===== src/rtl/vector_exe_unit.sv =====
// ---------------------------------------------------------------------------
// vector_exe_unit
//
// EXE-stage vector ALU. Accepts one operation from the ID/EXE register,
// evaluates it one element lane per cycle, then holds the result for the
// EXE/MEM register until it is taken.
//
// Sequence: IDLE (accept) -> RUN (LANES cycles, one lane each) -> DONE (hold).
//
// Ports
//   clk, rst_n          clock, asynchronous active-low reset
//   flush               synchronous abort; wins over in_valid and out_ready
//   in_valid/in_ready   upstream handshake (in_ready low = stall ID)
//   opcode              lane operation select
//   sel_op              B operand: 0 = VEC2 lane, 1 = scalar broadcast
//   sel_int             scalar source: 0 = sca1, 1 = inmediato
//   VEC1, VEC2          operand vectors (LANES*ELEM_W bits)
//   sca1, inmediato     8-bit scalar sources
//   shift               shift amount, low SH_W bits used
//   tag_in / tag_out    opaque sideband carried with the operation
//   out_valid/out_ready downstream handshake
//   result, zero        vector result and all-lanes-zero flag
//   sat_flag            (VEXE_SAT_EN only) any lane saturated
//
// Configuration macro: VEXE_SAT_EN
//   defined   -> ADD/SUB/MUL saturate unsigned and sat_flag is present
//   undefined -> wrap-around arithmetic, no sat_flag port
// ---------------------------------------------------------------------------
module vector_exe_unit #(
  parameter int LANES  = 4,
  parameter int ELEM_W = 8,
  parameter int SH_W   = 3
) (
  input  logic                      clk,
  input  logic                      rst_n,
  input  logic                      flush,
  input  logic                      in_valid,
  output logic                      in_ready,
  input  logic [3:0]                opcode,
  input  logic                      sel_op,
  input  logic                      sel_int,
  input  logic [LANES*ELEM_W-1:0]   VEC1,
  input  logic [LANES*ELEM_W-1:0]   VEC2,
  input  logic [7:0]                sca1,
  input  logic [7:0]                inmediato,
  input  logic [7:0]                shift,
  input  logic [7:0]                tag_in,
  output logic                      out_valid,
  input  logic                      out_ready,
  output logic [LANES*ELEM_W-1:0]   result,
  output logic                      zero,
`ifdef VEXE_SAT_EN
  output logic                      sat_flag,
`endif
  output logic [7:0]                tag_out
);

  localparam int VW     = LANES * ELEM_W;
  localparam int LANE_W = (LANES > 1) ? $clog2(LANES) : 1;
  localparam logic [LANE_W-1:0] LAST_LANE = LANE_W'(LANES - 1);

  typedef enum logic [1:0] {S_IDLE, S_RUN, S_DONE} state_e;

  typedef enum logic [3:0] {
    OP_ADD  = 4'd0, OP_SUB  = 4'd1, OP_AND  = 4'd2, OP_OR   = 4'd3,
    OP_XOR  = 4'd4, OP_SHL  = 4'd5, OP_SHR  = 4'd6, OP_MUL  = 4'd7,
    OP_MAXU = 4'd8, OP_MINU = 4'd9
  } op_e;

  state_e              r_state, w_next_state;
  op_e                 r_op;
  logic [VW-1:0]       r_a, r_b, r_result;
  logic [SH_W-1:0]     r_sh;
  logic [LANE_W-1:0]   r_lane;
  logic [7:0]          r_tag;
  logic                r_zero;

  logic [7:0]          w_scalar;
  logic [ELEM_W-1:0]   w_scalar_elem;
  logic [VW-1:0]       w_b_src;
  logic [ELEM_W-1:0]   w_a, w_b, w_lane_res;
  logic [ELEM_W:0]     w_sum, w_diff;
  logic [2*ELEM_W-1:0] w_prod;
  logic [VW-1:0]       w_next_result;
  logic                w_last;

  // -------------------------------------------------------------------------
  // Operand selection at accept time: the scalar is resized to one element
  // (zero-extend or truncate) and replicated across every lane.
  // -------------------------------------------------------------------------
  assign w_scalar      = sel_int ? inmediato : sca1;
  assign w_scalar_elem = ELEM_W'(w_scalar);
  assign w_b_src       = sel_op ? {LANES{w_scalar_elem}} : VEC2;

  // -------------------------------------------------------------------------
  // Lane ALU for the lane currently addressed by r_lane
  // -------------------------------------------------------------------------
  assign w_a    = r_a[r_lane*ELEM_W +: ELEM_W];
  assign w_b    = r_b[r_lane*ELEM_W +: ELEM_W];
  assign w_sum  = {1'b0, w_a} + {1'b0, w_b};
  assign w_diff = {1'b0, w_a} - {1'b0, w_b};   // MSB set = borrow
  assign w_prod = w_a * w_b;
  assign w_last = (r_lane == LAST_LANE);

`ifdef VEXE_SAT_EN
  logic w_lane_sat;
  logic r_sat;
  assign sat_flag = r_sat;
`endif

  // NOTE: every combinational output gets a default before the case so that
  // no path leaves it unassigned, which would infer a latch.
  always_comb begin
    w_lane_res = w_a;
`ifdef VEXE_SAT_EN
    w_lane_sat = 1'b0;
`endif
    case (r_op)
`ifdef VEXE_SAT_EN
      OP_ADD: begin
        w_lane_sat = w_sum[ELEM_W];
        w_lane_res = w_sum[ELEM_W] ? '1 : w_sum[ELEM_W-1:0];
      end
      OP_SUB: begin
        w_lane_sat = w_diff[ELEM_W];
        w_lane_res = w_diff[ELEM_W] ? '0 : w_diff[ELEM_W-1:0];
      end
      OP_MUL: begin
        w_lane_sat = |w_prod[2*ELEM_W-1:ELEM_W];
        w_lane_res = w_lane_sat ? '1 : w_prod[ELEM_W-1:0];
      end
`else
      OP_ADD:  w_lane_res = w_sum[ELEM_W-1:0];
      OP_SUB:  w_lane_res = w_diff[ELEM_W-1:0];
      OP_MUL:  w_lane_res = w_prod[ELEM_W-1:0];
`endif
      OP_AND:  w_lane_res = w_a & w_b;
      OP_OR:   w_lane_res = w_a | w_b;
      OP_XOR:  w_lane_res = w_a ^ w_b;
      OP_SHL:  w_lane_res = w_a << r_sh;
      OP_SHR:  w_lane_res = w_a >> r_sh;
      OP_MAXU: w_lane_res = (w_a > w_b) ? w_a : w_b;
      OP_MINU: w_lane_res = (w_a < w_b) ? w_a : w_b;
      default: w_lane_res = w_a;   // opcodes 10-15 pass A through
    endcase
  end

  // Result with the current lane merged in; also feeds the zero flag so it
  // reflects the final lane on the cycle DONE is entered.
  // NOTE: blocking assignments here -- this is combinational, and the second
  // statement must see the value produced by the first.
  always_comb begin
    w_next_result = r_result;
    w_next_result[r_lane*ELEM_W +: ELEM_W] = w_lane_res;
  end

  // Bits that are intentionally not consumed in this configuration.
  logic w_unused;
`ifdef VEXE_SAT_EN
  assign w_unused = ^shift[7:SH_W];
`else
  assign w_unused = ^{shift[7:SH_W], w_sum[ELEM_W], w_diff[ELEM_W],
                      w_prod[2*ELEM_W-1:ELEM_W]};
`endif

  // -------------------------------------------------------------------------
  // FSM: state register / next state / outputs
  // -------------------------------------------------------------------------
  // NOTE: clocked state uses non-blocking assignments so every register
  // samples pre-edge values regardless of statement order.
  always_ff @(posedge clk or negedge rst_n) begin
    if (!rst_n) r_state <= S_IDLE;
    else        r_state <= w_next_state;
  end

  always_comb begin
    w_next_state = r_state;
    if (flush) begin
      w_next_state = S_IDLE;
    end else begin
      case (r_state)
        S_IDLE:  if (in_valid)  w_next_state = S_RUN;
        S_RUN:   if (w_last)    w_next_state = S_DONE;
        S_DONE:  if (out_ready) w_next_state = S_IDLE;
        default:                w_next_state = S_IDLE;
      endcase
    end
  end

  always_comb begin
    in_ready  = (r_state == S_IDLE);
    out_valid = (r_state == S_DONE);
  end

  // -------------------------------------------------------------------------
  // Datapath registers
  // -------------------------------------------------------------------------
  always_ff @(posedge clk or negedge rst_n) begin
    if (!rst_n) begin
      r_a      <= '0;
      r_b      <= '0;
      r_op     <= OP_ADD;
      r_sh     <= '0;
      r_tag    <= '0;
      r_result <= '0;
      r_zero   <= 1'b0;
      r_lane   <= '0;
`ifdef VEXE_SAT_EN
      r_sat    <= 1'b0;
`endif
    end else if (flush) begin
      // Abort: drop the partial result; tag_out keeps its last value.
      r_result <= '0;
      r_zero   <= 1'b0;
      r_lane   <= '0;
`ifdef VEXE_SAT_EN
      r_sat    <= 1'b0;
`endif
    end else begin
      case (r_state)
        S_IDLE: if (in_valid) begin
          r_a      <= VEC1;
          r_b      <= w_b_src;
          r_op     <= op_e'(opcode);
          r_sh     <= shift[SH_W-1:0];
          r_tag    <= tag_in;
          r_result <= '0;
          r_zero   <= 1'b0;
          r_lane   <= '0;
`ifdef VEXE_SAT_EN
          r_sat    <= 1'b0;
`endif
        end
        S_RUN: begin
          r_result <= w_next_result;
          r_lane   <= w_last ? '0 : r_lane + 1'b1;
          if (w_last) r_zero <= (w_next_result == '0);
`ifdef VEXE_SAT_EN
          r_sat    <= r_sat | w_lane_sat;
`endif
        end
        default: ;   // DONE holds everything stable
      endcase
    end
  end

  assign result  = r_result;
  assign zero    = r_zero;
  assign tag_out = r_tag;

endmodule


===== config.mk =====
export PLATFORM = sky130hd
export DESIGN_NAME = vector_exe_unit
export DESIGN_NICKNAME = d
export VERILOG_FILES = /design/src/rtl/vector_exe_unit.sv
export SDC_FILE = /design/constraint.sdc
export NUM_CORES = 1
export LEC_CHECK = 0
export CAP_MARGIN = 20
export CORE_ASPECT_RATIO = 0.6
export CORE_MARGIN = 1.5
export CORE_UTILIZATION = 55
export DETAILED_ROUTE_END_ITERATION = 6
export HOLD_SLACK_MARGIN = 0.15
export PLACE_DENSITY = 0.8
export SKIP_LAST_GASP = 1
export SLEW_MARGIN = 20
export SYNTH_ARGS = -nofsm -noshare
export SYNTH_HDL_FRONTEND = slang
export SYNTH_SLANG_ARGS = --single-unit

===== constraint.sdc =====
create_clock -name clk -period 8.05 [get_ports clk]
set_input_delay 2.0125 -clock clk [delete_from_list [all_inputs] [get_ports clk]]
set_output_delay 2.0125 -clock clk [all_outputs]
set_load 0.05 [all_outputs]

Word level (Yosys, flattened, before mapping):

Cells that the tools add are included.

* add/subtract/negate cells: 4
* multipliers: 1
* $lt $le $gt $ge: 2
* eq/ne operators: 15
* shift-type cells: 6
* multiplexer cells: 22
* bitwise gates (word level): 4
* reduce and logical (&&, ||, !) cells: 8

Operator list (count)
* $mux 32: 3
* $pmux 8 s10: 1
* $pmux 32 s2: 1
* $shiftx 32x6->8: 2
* $neg 5->34: 1
* $shift 8x34->32 const A: 1
* $shiftx 8x34->32: 1
* $bwmux 32: 1
* $logic_not 32->1: 1
* $mux 8: 3
* $eq 4x3->1 const B: 4
* $mux 2: 7
* $reduce_and 3->1: 3
* $add 8x8->8: 1
* $and 8x8->8: 1
* $eq 4x2->1 const B: 2
* $eq 4x4->1 const B: 2
* $gt 8x8->1: 1
* $lt 8x8->1: 1
* $mul 8x8->8: 1
* $or 8x8->8: 1
* $shl 8x3->8: 1
* $shr 8x3->8: 1
* $sub 8x8->8: 1
* 16 further kinds: 20

* flip-flop bits (word level): 116
* input bits: 107
* output and inout port bits: 43
* word-level logic and storage cells: 71

Depth between registers and ports, before layout:

Gate-level depths: netlist of the first run.

* word-level depth: 10
* mapped depth: 26

Worst setup path after synthesis of the first run:

OpenSTA, ideal clock, no wires.

* kind: reg2reg
* start point: reg r_lane[0]
* end point: reg r_zero, in the netlist zero
* library setup time: 0.104 ns
* arrival: 5.639 ns
* required time: 7.946 ns
* setup slack: 2.308 ns
* stages on the path, launching flop included: 24
* path through: dfrtp_1 > buf_6 > buf_12 > mux4_2 > buf_2 > inv_1 > nor2_1 > ha_1 > fa_1 > ha_1 > inv_1 > fa_1 > inv_1 > fa_1 > and3_1 > o21ai_0 > o311ai_0 > or3_1 > nor4_1 > a211o_1 > o2bb2a_1 > o2111ai_1 > a2111o_1 > o41ai_2

* cells in the longest elaborated chain, start to end: 10
* elaborated cells between the ends (all ways): 26
* those cells by class: add/sub: 3; mul: 1; order compare: 2; eq/ne: 2; shift: 6; mux: 7; bitwise: 3; reduce/logical: 2

Ends and longest elaborated chain
* start, declared: RTL line 74 `logic [LANE_W-1:0] r_lane;`
* start signal, assigned: RTL line 236 `r_lane <= w_last ? '0 : r_lane + 1'b1;`
* parallel branches: the longest is 10 deep, another holds $mul 8x8->8
* end signal, assigned: RTL line 237 `if (w_last) r_zero <= (w_next_result == '0);`
* end, declared: RTL line 76 `logic r_zero;`

Several ways; the timed one is not identified. The select of a mux whose other input is x is not followed.
A chain may end at the register's enable or synchronous reset.

Final worst setup path of the first run:

Ends and elaborated chain as after synthesis.

==> results.md, run 1 <==
* Status: finished clean
* Final wirelength at 29700 microns
* Max-slew violation count at 0
* Worst r2r path cells at 20
* Post-cts resize count at 0
* Clk_lat worst skew at 0.42 ns
* Crit share post-route at 87.8%
* Unrepaired setup endpoints after global routing: false
* CTS tree: yes
* Critical-path cell list: buf_4 -> mux4_2 -> inv_1 -> nor2_1 -> fa_1 -> ha_1 -> inv_1 -> fa_1 -> inv_1 -> fa_1 -> and3_1 -> o21ai_0 -> o311ai_0 -> or3_1 -> nor4_1 -> a211o_1 -> o2bb2a_1 -> o2111ai_1 -> a2111o_1 -> o41ai_2
* Share of layout cells above drive strength 1 at 8.12%
* FFs w/ async S/R, synth at 100%
* Top delay family on crit path: compound AO/OA/AOI/OAI gates
* First-pass GRT wire length at 46900 microns
* TritonCTS sink count at 116
* Die ar. at 17300 sq um
* Required time worst endpoint at 8.37 ns
* Max cap viols at 0
* Mean Syn Cell Area at 8.54 sq um
* CTS root buf: clkbuf_16
* Setup Buffers After CTS at 0
* Total power draw at 3300 uW
* Predominant post-synthesis flop cell: dfrtp_1
* Setup violations, final at 0
* Hpwl dp at 21500 microns
* Min Tclk post-route at 7.07 ns
* Syn_nets at 1228
* Nets at 1349
* Cell Rows at 36
* Worst-Margin Slew at 1.19 ns
* Pleak at 0.00485 uW
* Worst r2r dst: zero
* Commonest non-fill, non-tap cell in the layout: nand2_1
* Destination of the worst hold path: tag_out[4]
* Die Wd at 169 microns
* CP Capture Type: flop
* Post-Syn Instances at 1061
* Starting Density at 56.1%
* Post-synth EDFFs at 0
* FF+latch count, synth at 116
* Area delta synth->final at 23.3%
* CTS Buf Count at 17
* Worst Path Max Fanout at 14
* Initial antenna violation count at 1
* DRC Markers at 0
* Antenna diodes at 0
* Max clock buf depth at 2
* Core area at 16200 sq um
* Max rail drop VDD at 0.169 mV
* Vias in the first global route at 8519
* Slowest stage cell on the critical path: dfrtp_1
* Critical Path AT at 7.39 ns
* PortBufs at 144
* Crit. Startpoint: r_lane[0]
* Clk pin slew, worst setup/hold paths at 0.07 ns
* GR Overflow Total at 0
* WP buf/inv at 4
* 1st-pass router iterations at 6
* Synthesized area at 9060 sq um
* Post-DRT Antenna Nets at 0
* H-tree depth at 4
* Final setup TNS at 0 ns
* Routed len/inst at 21.1 microns
* Yosys warns at 0
* CP max stage delay at 0.78 ns
* Post-CTS Hold Buffers at 0
* Final Skew at 0.0144 ns
* Worst setup SP type: flop
* Commonest cells after routing, fill and taps aside: nand2_1 (206), clkdlybuf4s50_1 (143), dfrtp_1 (116)
* Vias per inst at 6.41
* HP Class: reg -> reg
* Final Hold Fails at 0
* DR vias at 8993
* WHS Path Cells at 2
* R2R Path Start: r_lane[0]
* Pwr dens at 295 nW/um^2
* Total GRT Usage at 35.6%
* R2R Setup Slk at 0.98 ns
* RePlAce Congestion at 1.00
* Sequential share of the synthesized area at 32.0%
* Hold path startpoint: tag_out[4]
* Max transition margin at 19.4%
* Largest net degree at the start of global routing at 85
* Boundary Pins at 150
* Die height at 102 microns
* Synth cell types at 81
* Starting DRT DRC Count at 1338
* CP Class: reg -> reg
* Filler cells at 1279
* Max Clock Freq at 141 MHz
registers in the layout, summed over array words and instances (netlist names):
name / cells
r_b: 32
r_op: 4
result: 32
r_a: 32
zero: 1
r_sh: 3
tag_out: 8
r_lane: 2
r_state: 2
layer usage:
layer / up-vias / GRT usage [%] / part of all wire, %
met1: 4295 / 52.0 / 45
met4: 0 / 10.2 / 2.5
met5: - / 0 / 0
met3: 86 / 11.9 / 13
met2: 592 / 50.0 / 40
li1: 4020 / - / -
cells by family after synthesis:
kind of cell | after synthesis | share of synthesized area [%]
buf+inv | 118 | 5.85
mux | 57 | 10.2
flops | 116 | 32.0
simple gates | 450 | 23.2
compound gates | 244 | 17.7
fa+ha+maj | 60 | 9.44
xor+xnor | 16 | 1.55
cell type report:
class	instances	area, sq um	share of cell area, %
clock buffers	18	429	3.84
clock inverters	14	155	1.39
inverters	58	218	1.95
multi-input cells	827	5640	50.4
flip-flops and latches	116	2900	26.0
well taps	209	262	2.34
repair buffers	162	1570	14.1
tightest hold or removal path, delay by kind of cell, from the launching register on:
kind / cells / cell delay, ns
flip-flops: 1 / 0.34
AND/OR/NAND/NOR: 2 / 0.11
where the power goes:
part	leakage (uW)	switching (uW)	internal [uW]
clock network	0.000281	312	460
logic	0.00311	1100	663
registers	0.00145	93.6	669
total	0.00485	1510	1790
worst max-delay path by stage:
stage / end / cells after the start
after floorplan: zero / 23
after global placement: zero / 20
after detailed placement: zero / 20
after CTS: zero / 20
after global routing: zero / 20
final: zero / 20
synthesized netlist by cell type, drive strengths merged (5+ instances only):
library cell / count / area (sq um)
nand2: 206 / 773
dfrtp: 116 / 2900
nor2: 91 / 342
a21oi: 79 / 403
inv: 55 / 206
o21ai: 50 / 250
ha: 46 / 576
clkbuf: 39 / 146
nand2b: 36 / 225
mux4: 24 / 578
nand3: 22 / 110
buf: 21 / 166
mux2i: 19 / 190
nor3: 17 / 85.1
a22o: 16 / 140
nor4: 16 / 125
fa: 14 / 280
mux2: 14 / 158
a31oi: 11 / 68.8
o22ai: 11 / 68.8
xnor2: 11 / 96.3
nor2b: 10 / 62.6
nand4: 9 / 56.3
o211ai: 7 / 52.6
nand3b: 6 / 45.0
a211oi: 5 / 37.5
a21o: 5 / 37.5
a22oi: 5 / 37.5
nor4bb: 5 / 50.1
xor2: 5 / 43.8
through the flow:
stage	cell area, sq um	hold WS (ns)	util (%)	cells	setup WS (ns)
after floorplan	9060	0.454	-	1061	2.31
after global placement	10600	0.456	65.5	1372	1.22
after detailed placement	10600	0.462	65.5	1372	1.15
after CTS	11200	0.476	69.1	1404	1.10
after global routing	11200	0.504	69.1	1404	0.721
final	11200	0.471	69.1	1404	0.983
Note: power is estimated with default switching activity, not from simulation.
==> run 2, diff against run 1 <==
--- a/config.mk
+++ b/config.mk
@@ -9,6 +9,7 @@
 export CORE_ASPECT_RATIO = 0.6
 export CORE_MARGIN = 1.5
 export CORE_UTILIZATION = 55
+export CTS_CLUSTER_DIAMETER = 30
 export DETAILED_ROUTE_END_ITERATION = 6
 export HOLD_SLACK_MARGIN = 0.15
 export PLACE_DENSITY = 0.8
==> results of run 2 <==
The final DEF is identical to that of run 1; final timing and power are the same.
